<file path="src/rtl/mul_reservation_station.sv">
// Reservation station in front of the multiplier: holds dispatched multiply ops,
// wakes operands from the CDB and issues one ready op to an idle multiplier.
module mul_reservation_station #(
  parameter int         DEPTH    = 3,
  parameter logic [2:0] TAG_BASE = 3'b101,
  parameter logic [2:0] NULL_TAG = 3'b000
) (
  input  logic       clk,
  input  logic       reset,
  input  logic       Disp_Valid,
  input  logic [2:0] Disp_Op1_Tag,
  input  logic [7:0] Disp_Op1_Val,
  input  logic [2:0] Disp_Op2_Tag,
  input  logic [7:0] Disp_Op2_Val,
  output logic       RS_Full,
  output logic [2:0] Disp_Tag,
  input  logic       CDB_Valid,
  input  logic [2:0] CDB_Tag,
  input  logic [7:0] CDB_Data,
  input  logic       MUL_Status,
  output logic [2:0] MUL_Tag_ip,
  output logic [7:0] Source_Reg1,
  output logic [7:0] Source_Reg2,
  output logic [2:0] Occupancy
);

  logic [DEPTH-1:0] busy_r;
  logic [2:0]       q1_r [DEPTH];
  logic [7:0]       v1_r [DEPTH];
  logic [2:0]       q2_r [DEPTH];
  logic [7:0]       v2_r [DEPTH];
  logic             issued_r;
  logic [2:0]       tag_ip_r;
  logic [7:0]       src1_r;
  logic [7:0]       src2_r;
  logic [2:0]       occ_r;

  logic             alloc_found_s;
  logic [1:0]       alloc_idx_s;
  logic             dispatch_en_s;
  logic             issue_found_s;
  logic [1:0]       issue_idx_s;
  logic [7:0]       issue_v1_s;
  logic [7:0]       issue_v2_s;
  logic             issue_en_s;
  logic [DEPTH-1:0] busy_nxt_s;
  logic [2:0]       occ_nxt_s;

  // A pending operand takes the broadcast value when its producer tag is on the CDB;
  // a ready operand (or a NULL_TAG broadcast) is never overwritten.
  function automatic logic [10:0] resolve_op(input logic [2:0] tag, input logic [7:0] val,
                                             input logic cdb_v, input logic [2:0] cdb_t,
                                             input logic [7:0] cdb_d);
    logic [10:0] res;
    if (tag == NULL_TAG) begin
      res = {NULL_TAG, val};
    end else if (cdb_v && (tag == cdb_t)) begin
      res = {NULL_TAG, cdb_d};
    end else begin
      res = {tag, val};
    end
    return res;
  endfunction

  // Lowest-index free entry for the next dispatch.
  always_comb begin
    alloc_found_s = 1'b0;
    alloc_idx_s   = 2'd0;
    for (int i = DEPTH - 1; i >= 0; i--) begin
      if (!busy_r[i]) begin
        alloc_found_s = 1'b1;
        alloc_idx_s   = 2'(i);
      end else begin
        alloc_found_s = alloc_found_s;
      end
    end
  end

  assign RS_Full       = ~alloc_found_s;
  assign Disp_Tag      = TAG_BASE + {1'b0, alloc_idx_s};
  assign dispatch_en_s = Disp_Valid & alloc_found_s;

  // Lowest-index entry with both operands ready, taken from registered state only.
  always_comb begin
    issue_found_s = 1'b0;
    issue_idx_s   = 2'd0;
    issue_v1_s    = 8'd0;
    issue_v2_s    = 8'd0;
    for (int i = DEPTH - 1; i >= 0; i--) begin
      if (busy_r[i] && (q1_r[i] == NULL_TAG) && (q2_r[i] == NULL_TAG)) begin
        issue_found_s = 1'b1;
        issue_idx_s   = 2'(i);
        issue_v1_s    = v1_r[i];
        issue_v2_s    = v2_r[i];
      end else begin
        issue_found_s = issue_found_s;
      end
    end
  end

  // issued_r blocks the cycle after an issue, before the multiplier raises MUL_Status.
  assign issue_en_s = issue_found_s & ~MUL_Status & ~issued_r;

  // Next busy vector and its population count; issue and dispatch never hit the same entry.
  always_comb begin
    busy_nxt_s = busy_r;
    occ_nxt_s  = 3'd0;
    for (int i = 0; i < DEPTH; i++) begin
      if (issue_en_s && (issue_idx_s == 2'(i))) begin
        busy_nxt_s[i] = 1'b0;
      end else if (dispatch_en_s && (alloc_idx_s == 2'(i))) begin
        busy_nxt_s[i] = 1'b1;
      end else begin
        busy_nxt_s[i] = busy_r[i];
      end
      occ_nxt_s = occ_nxt_s + {2'b00, busy_nxt_s[i]};
    end
  end

  // Entry storage: dispatch capture with same-cycle forwarding, and CDB snoop of busy entries.
  always_ff @(posedge clk or posedge reset) begin
    if (reset) begin
      busy_r <= '0;
      for (int i = 0; i < DEPTH; i++) begin
        q1_r[i] <= NULL_TAG;
        v1_r[i] <= 8'd0;
        q2_r[i] <= NULL_TAG;
        v2_r[i] <= 8'd0;
      end
    end else begin
      busy_r <= busy_nxt_s;
      for (int i = 0; i < DEPTH; i++) begin
        if (dispatch_en_s && (alloc_idx_s == 2'(i))) begin
          {q1_r[i], v1_r[i]} <= resolve_op(Disp_Op1_Tag, Disp_Op1_Val, CDB_Valid, CDB_Tag, CDB_Data);
          {q2_r[i], v2_r[i]} <= resolve_op(Disp_Op2_Tag, Disp_Op2_Val, CDB_Valid, CDB_Tag, CDB_Data);
        end else if (busy_r[i]) begin
          {q1_r[i], v1_r[i]} <= resolve_op(q1_r[i], v1_r[i], CDB_Valid, CDB_Tag, CDB_Data);
          {q2_r[i], v2_r[i]} <= resolve_op(q2_r[i], v2_r[i], CDB_Valid, CDB_Tag, CDB_Data);
        end else begin
          q1_r[i] <= q1_r[i];
        end
      end
    end
  end

  // Issue port: one-cycle pulse of tag and operands, idle value otherwise.
  always_ff @(posedge clk or posedge reset) begin
    if (reset) begin
      issued_r <= 1'b0;
      tag_ip_r <= NULL_TAG;
      src1_r   <= 8'd0;
      src2_r   <= 8'd0;
      occ_r    <= 3'd0;
    end else begin
      issued_r <= issue_en_s;
      occ_r    <= occ_nxt_s;
      if (issue_en_s) begin
        tag_ip_r <= TAG_BASE + {1'b0, issue_idx_s};
        src1_r   <= issue_v1_s;
        src2_r   <= issue_v2_s;
      end else begin
        tag_ip_r <= NULL_TAG;
        src1_r   <= 8'd0;
        src2_r   <= 8'd0;
      end
    end
  end

  assign MUL_Tag_ip  = tag_ip_r;
  assign Source_Reg1 = src1_r;
  assign Source_Reg2 = src2_r;
  assign Occupancy   = occ_r;

endmodule

</file>
<file path="config.mk">
export PLATFORM = sky130hd
export DESIGN_NAME = mul_reservation_station
export DESIGN_NICKNAME = d
export VERILOG_FILES = /design/src/rtl/mul_reservation_station.sv
export SDC_FILE = /design/constraint.sdc
export NUM_CORES = 1
export LEC_CHECK = 0
export ABC_AREA = 1
export BUFFER_PORTS_ARGS = -buffer_cell sky130_fd_sc_hd__buf_2
export CAP_MARGIN = 20
export CORE_AREA = 2 2 114 127
export DETAILED_ROUTE_END_ITERATION = 10
export DIE_AREA = 0 0 116 129
export SLEW_MARGIN = 30
export SYNTH_ARGS = -nofsm -noshare
export SYNTH_HDL_FRONTEND = slang
export SYNTH_SLANG_ARGS = --single-unit
</file>
<file path="constraint.sdc">
create_clock -name clk -period 2.36 [get_ports clk]
set_clock_uncertainty 0.1 [all_clocks]
set_input_delay 0.118 -clock clk [delete_from_list [all_inputs] [get_ports clk]]
set_output_delay 0.118 -clock clk [all_outputs]
set_load 0.02 [all_outputs]
</file>
# Yosys cells after proc, flatten, opt, wreduce, memory -nomap -nowiden
# Index checks and enable logic that the tools add are counted.
# word_totals
inputBits	38
out_inout_bits	26
register_bits	92
elab_cells	170
# classes
add_sub_neg	4
eq_ne	18
reduce_logical	57
n_mux	67
bitwise_logic	6
# ops
cell	count
11-bit 2-to-1 mux	16
8-bit 2-to-1 mux	20
3-bit 2-to-1 mux	13
3-bit == test	8
3-bit zero test	8
1-bit logical AND	20
3-bit AND reduction	6
2-bit nonzero test	9
3-bit nonzero test	6
1-bit 2-to-1 mux	12
2-bit 2-to-1 mux	6
2-bit AND reduction	6
2-bit != test (second input constant)	4
3-bit by 2-bit adder with 3-bit output (first input constant)	2
2-bit by 1-bit == test with 1-bit output (second input constant)	2
2-bit == test (second input constant)	2
2-bit zero test	2
2-bit by 1-bit != test with 1-bit output (second input constant)	2
2-bit by 1-bit adder with 3-bit output	1
1-bit bitwise AND	3
1-bit NOT	3
1-bit by 1-bit adder with 2-bit output	1

# Logic depth before layout (Yosys ltp)
# depth
word_depth	12
mapped_depth	13
ltp_nobuf	12

# Worst setup path before layout
# No wires, ideal clock.
# synth_path
kind	reg-to-reg
from	register q1_r[3] (netlist bit)
to	register occ_r[0] (netlist: Occupancy[0])
stages_incl_launch_ff	13
path_slack_ns	0.081
synth_period_minus_slack_ns	2.279
path_buffers	1
setup_time_ns	0.135
t_arrival_ns	2.044
required_time_ns	2.125
path_cell_list	dfrtp_1 > nor2_2 > nand2_1 > nor2_1 > nand2_2 > buf_2 > nor2_1 > inv_1 > ha_1 > nand3_1 > nand2_1 > inv_1 > fa_1
# synth_via
word_cells_on_any_way	20
cone_classes	add/sub: 2; eq/ne: 2; mux: 7; bitwise: 2; reduce/logical: 7
# synth_rtl
item	line_no	source
from (decl)	28	logic [2:0] q1_r [DEPTH];
from (signal, indexed assignment)	134	{q1_r[i], v1_r[i]} <= resolve_op(Disp_Op1_Tag, Disp_Op1_Val, CDB_Valid, CDB_Tag, CDB_Data);
from (signal, indexed assignment)	137	{q1_r[i], v1_r[i]} <= resolve_op(q1_r[i], v1_r[i], CDB_Valid, CDB_Tag, CDB_Data);
from (signal, indexed assignment)	140	q1_r[i] <= q1_r[i];
3-bit zero test (*)	90	if (busy_r[i] && (q1_r[i] == NULL_TAG) && (q2_r[i] == NULL_TAG)) begin
1-bit logical AND (*) (2 in a row)	90	
1-bit 2-to-1 mux (2 in a row)	90	
1-bit bitwise AND (2 in a row)	102	assign issue_en_s = issue_found_s & ~MUL_Status & ~issued_r;
1-bit logical AND (*)	109	if (issue_en_s && (issue_idx_s == 2'(i))) begin
1-bit 2-to-1 mux (*)	109	
via busy_nxt_s[2]	46	logic [DEPTH-1:0] busy_nxt_s;
2-bit by 1-bit adder with 3-bit output (*)	116	occ_nxt_s = occ_nxt_s + {2'b00, busy_nxt_s[i]};
via occ_nxt_s[0]	47	logic [2:0] occ_nxt_s;
to (signal assigned)	156	occ_r <= occ_nxt_s;
to (decl)	36	logic [2:0] occ_r;
# The timed path passes the listed nets; every way through them passes the cells marked *.
# A chain may end at the register's enable or synchronous reset.

# Worst setup path after layout
# layout_path
from	register q2_r[0] (netlist bit)
to	register occ_r[0] (netlist: Occupancy[0])
# layout_via
word_cells_on_any_way	21
cone_classes	add/sub: 2; eq/ne: 2; mux: 9; bitwise: 2; reduce/logical: 6
# layout_rtl
item	line_no	source
from (decl)	30	logic [2:0] q2_r [DEPTH];
from (signal, indexed assignment)	135	{q2_r[i], v2_r[i]} <= resolve_op(Disp_Op2_Tag, Disp_Op2_Val, CDB_Valid, CDB_Tag, CDB_Data);
from (signal, indexed assignment)	138	{q2_r[i], v2_r[i]} <= resolve_op(q2_r[i], v2_r[i], CDB_Valid, CDB_Tag, CDB_Data);
3-bit zero test (*)	90	
1-bit logical AND (*)	90	
1-bit 2-to-1 mux (3 in a row)	90	
1-bit bitwise AND (2 in a row)	102	
1-bit logical AND (*)	109	
1-bit 2-to-1 mux (*)	109	
via busy_nxt_s[2]	46	
2-bit by 1-bit adder with 3-bit output (*)	116	
via occ_nxt_s[0]	47	
# Marks and branches as above.

==> flow_summary.toml <==
[global_route]
grt_pass1_wl_um = 30200
grt_max_degree = 34
antenna_found_initial = 0
grt_pass1_vias = 5754
overflow = 0
grt_use_total_pct = 26.9

[synth]
synth_cell_type_count = 25
syn_avg_cell_area_um2 = 6.51
synth_area_leaders = "dfrtp_1 (38%), nand3_1 (18%), nand2_1 (18%)"
yosysWarningCount = 0
synth_seq_area_share_pct = 37.9
synth_largest_area_cell = "dfrtp_1"
synth-seq-cells = 91
syn_inst = 923
syn_area_um2 = 6010
synth.net_count = 966
yosysTopAreaCellShare_pct = 37.9

[routing]
dr.pass1.iters = 6
avgRoutedWirePerCell_um = 16.0
postRouteAntennaNets = 0
drt-initial-drc-count = 478
drt_wl_total_um = 19200
drc = 0
via_per_inst = 5.09
num_vias = 6072

[power]
powerDensity_nw_per_um2 = 1340
p_switching_mw = 4.55
ir_drop_mv = 0.835
p_int_mw = 4.87
p_comb_share_pct = 55.0
clockPowerShare_pct = 17.2
static-leakage-power_nw = 4.10
totalPowerFinal_mw = 9.42
p_seq_share_pct = 27.8
swShare_pct = 48.3

[place]
io_buffers = 61
place_ws_ns = 0.122
hpwl_um = 14300
gp_congestion = 0.926
dpl_cell_area_um2 = 6620

[critical_path]
crit_path_top_delay_cell = "fa_1"
setup.worst_path.class = "reg2reg"
slowest_delay_ns = 0.43
worst_ep_arrival_time_ns = 2.29
cp_max_fo = 3
crit_buf_inv = 3
crit_required_ns = 2.49
path_cells = "nor2_2 > nand2_1 > nor2_4 > inv_2 > nor2_1 > nand2_1 > inv_1 > ha_1 > nand3_1 > nand2_1 > inv_1 > fa_1"
startpoint_type = "flip-flop"
crit_family = "simple AND/OR/NAND/NOR gates"
endpoint_kind = "flip-flop"
cpMostUsedCell = "nand2_1"

[finish]
n_fill_cell = 1453
num_antenna_cells = 0
syn_to_final_growth_pct = 17.0
seq_area_um2 = 2280
drive_gt1_share_pct = 15.5
stdcell_area_um2 = 7030
nets = 1044
multi_input_comb_area_um2 = 3000

[sta]
fin_ws_ns = 0.201
layout_min_cycle_time_ns = 2.16
worstMarginPinSlew_ns = 0.708
fmax_ghz = 0.463
hold_violations = 0
slew_headroom_pct = 52.7
setup_viol = 0
rsz0062_at_grt = "no"
final.setup.tns_ns = 0
fin_crit_sh_pct = 91.5
fin_hold_ws_ns = 0.0160
drv_slew = 0

[outcome]
status = "finished clean"

[floorplanning]
design.die.area_um2 = 15000
design.core.area_um2 = 13600
rows = 45
die_w_um = 116
die_h_um = 129
initial_core_util_pct = 44.1
io_pins = 64

[hold_path]
hp-class = "in2reg"

[clock_network]
cts_max_level = 3
clockRootBuffer = "clkbuf_16"
clockBufferDepth = 2
cts_made_buffers = 9
cts_tree = "yes"
cts.sinks = 91
cts.clk_slew.worst_paths_ns = 0.07
insertion_delay_ns = 0.35

[flow_run]
drv_cap = 0
[worst min-delay path: stages]
cell	delay [ns]
buf_2	0.08
inv_1	0.04
nand2_2	0.07
nand3_1	0.06
nand2_1	0.06
[kinds of logic (layout without fill, tap and decap cells)]
| group | count (synthesis) | in the layout | share of synthesized area, % |
|---|---|---|---|
| simple gates | 625 | 625 | 46.9 |
| buf+inv | 186 | 269 | 12.4 |
| fa+ha+maj | 5 | 5 | 1.17 |
| flops | 91 | 91 | 37.9 |
| other cells | 2 | 2 | 0.125 |
| xor+xnor | 2 | 2 | 0.291 |
| compound gates | 12 | 12 | 1.31 |
[Yosys cell counts]
cell type / number
nor2_4: 9
nand3_2: 4
xor2_1: 2
nor2_2: 4
o21ai_1: 5
a21oi_2: 5
inv_1: 137
nor2_8: 1
fa_1: 1
inv_2: 13
ha_1: 4
nand2_1: 281
clkbuf_1: 3
buf_2: 15
nand4_1: 16
nand3_1: 211
o21ai_0: 2
nor2_1: 83
conb_1: 2
nor3_1: 2
nand3_4: 1
nand2_2: 13
clkinv_1: 11
dfrtp_1: 91
buf_4: 7
[power by group through the flow]
| stage | clock network [mW] | logic, mW | registers [mW] |
|---|---|---|---|
| detailed placement | 0 | 5.12 | 2.63 |
| floorplan | 0 | 3.43 | 2.75 |
| global placement | 0 | 5.08 | 2.62 |
| global route | 1.70 | 5.79 | 2.69 |
| CTS | 1.64 | 5.14 | 2.60 |
| finish | 1.62 | 5.18 | 2.62 |
[state kept, by name, indices dropped and copies added (netlist names)]
| name | count |
|---|---|
| v1_r | 24 |
| v2_r | 24 |
| q1_r | 9 |
| q2_r | 9 |
| Source_Reg1 | 8 |
| Source_Reg2 | 8 |
| MUL_Tag_ip | 3 |
| busy_r | 3 |
| Occupancy | 2 |
| issued_r | 1 |
[metal layers]
| layer | wire length [um] | part of all wire (%) | global-route usage, % |
|---|---|---|---|
| met3 | 932 | 4.9 | 2.50 |
| met2 | 9250 | 48 | 44.8 |
| met5 | 0 | 0 | 0 |
| met1 | 8180 | 43 | 34.8 |
| met4 | 795 | 4.2 | 13.9 |
[metrics by stage]
| stage | util (%) | cells |
|---|---|---|
| finish | 51.6 | 1194 |
| global route | 51.6 | 1194 |
| CTS | 51.5 | 1194 |
| detailed placement | 48.6 | 1171 |
| global placement | 48.6 | 1171 |
| floorplan | - | 923 |
[worst paths after layout]
| path | start | end | slack, ns | depth (start not counted) |
|---|---|---|---|---|
| min in group asynchronous | reset | MUL_Tag_ip[0]$_DFF_PP0_ | 0.33 | 3 |
| min | Disp_Op1_Val[2] | v1_r[18]$_DFFE_PP0P_ | 0.02 | 5 |
| max reg2reg | q2_r[0]$_DFFE_PP0P_ | Occupancy[0]$_DFF_PP0_ | 0.20 | 12 |
| max | q2_r[0]$_DFFE_PP0P_ | Occupancy[0]$_DFF_PP0_ | 0.20 | 12 |
| min reg2reg | q1_r[1]$_DFFE_PP0P_ | q1_r[1]$_DFFE_PP0P_ | 0.40 | 2 |
| max in group asynchronous | reset | q2_r[6]$_DFFE_PP0P_ | 1.23 | 4 |
[cells in the final DEF (no fill, tap or decap), types with 4 or more instances in the layout]
cell           Yosys  routed
nor2_1            83      79
a21oi_2            5       5
clkbuf_16          0       9
o21ai_1            5       5
nand4_1           16      16
inv_1            137     136
nor2_4             9       9
clkinv_1          11      11
nand3_1          211     211
ha_1               4       4
buf_2             15      61
nand3_2            4       4
nand2_1          281     280
nand2_2           13      14
inv_2             13      13
buf_4              7      22
dlygate4sd3_1      0       7
dfrtp_1           91      91
nor2_2             4       8
[what timing repair did]
| action | 4_1_cts | 5_1_grt |
|---|---|---|
| hold endpoints to repair | 44 | 0 |
| hold buffers | 7 | 0 |
| gates resized for setup | 0 | 5 |
| endpoints found under the setup margin | 0 | 1 |
| buffers inserted | 0 | 0 |
[area by class of cell]
type | count | share of cell area (%)
Sequential cell | 91 | 32.4
Inverter | 161 | 8.64
Clock buffer | 12 | 3.65
Clock inverter | 4 | 1.03
Tap cell | 188 | 3.34
Multi-Input combinational cell | 646 | 42.7
Timing Repair Buffer | 92 | 8.25
Note: power is estimated with default switching activity, not from simulation.
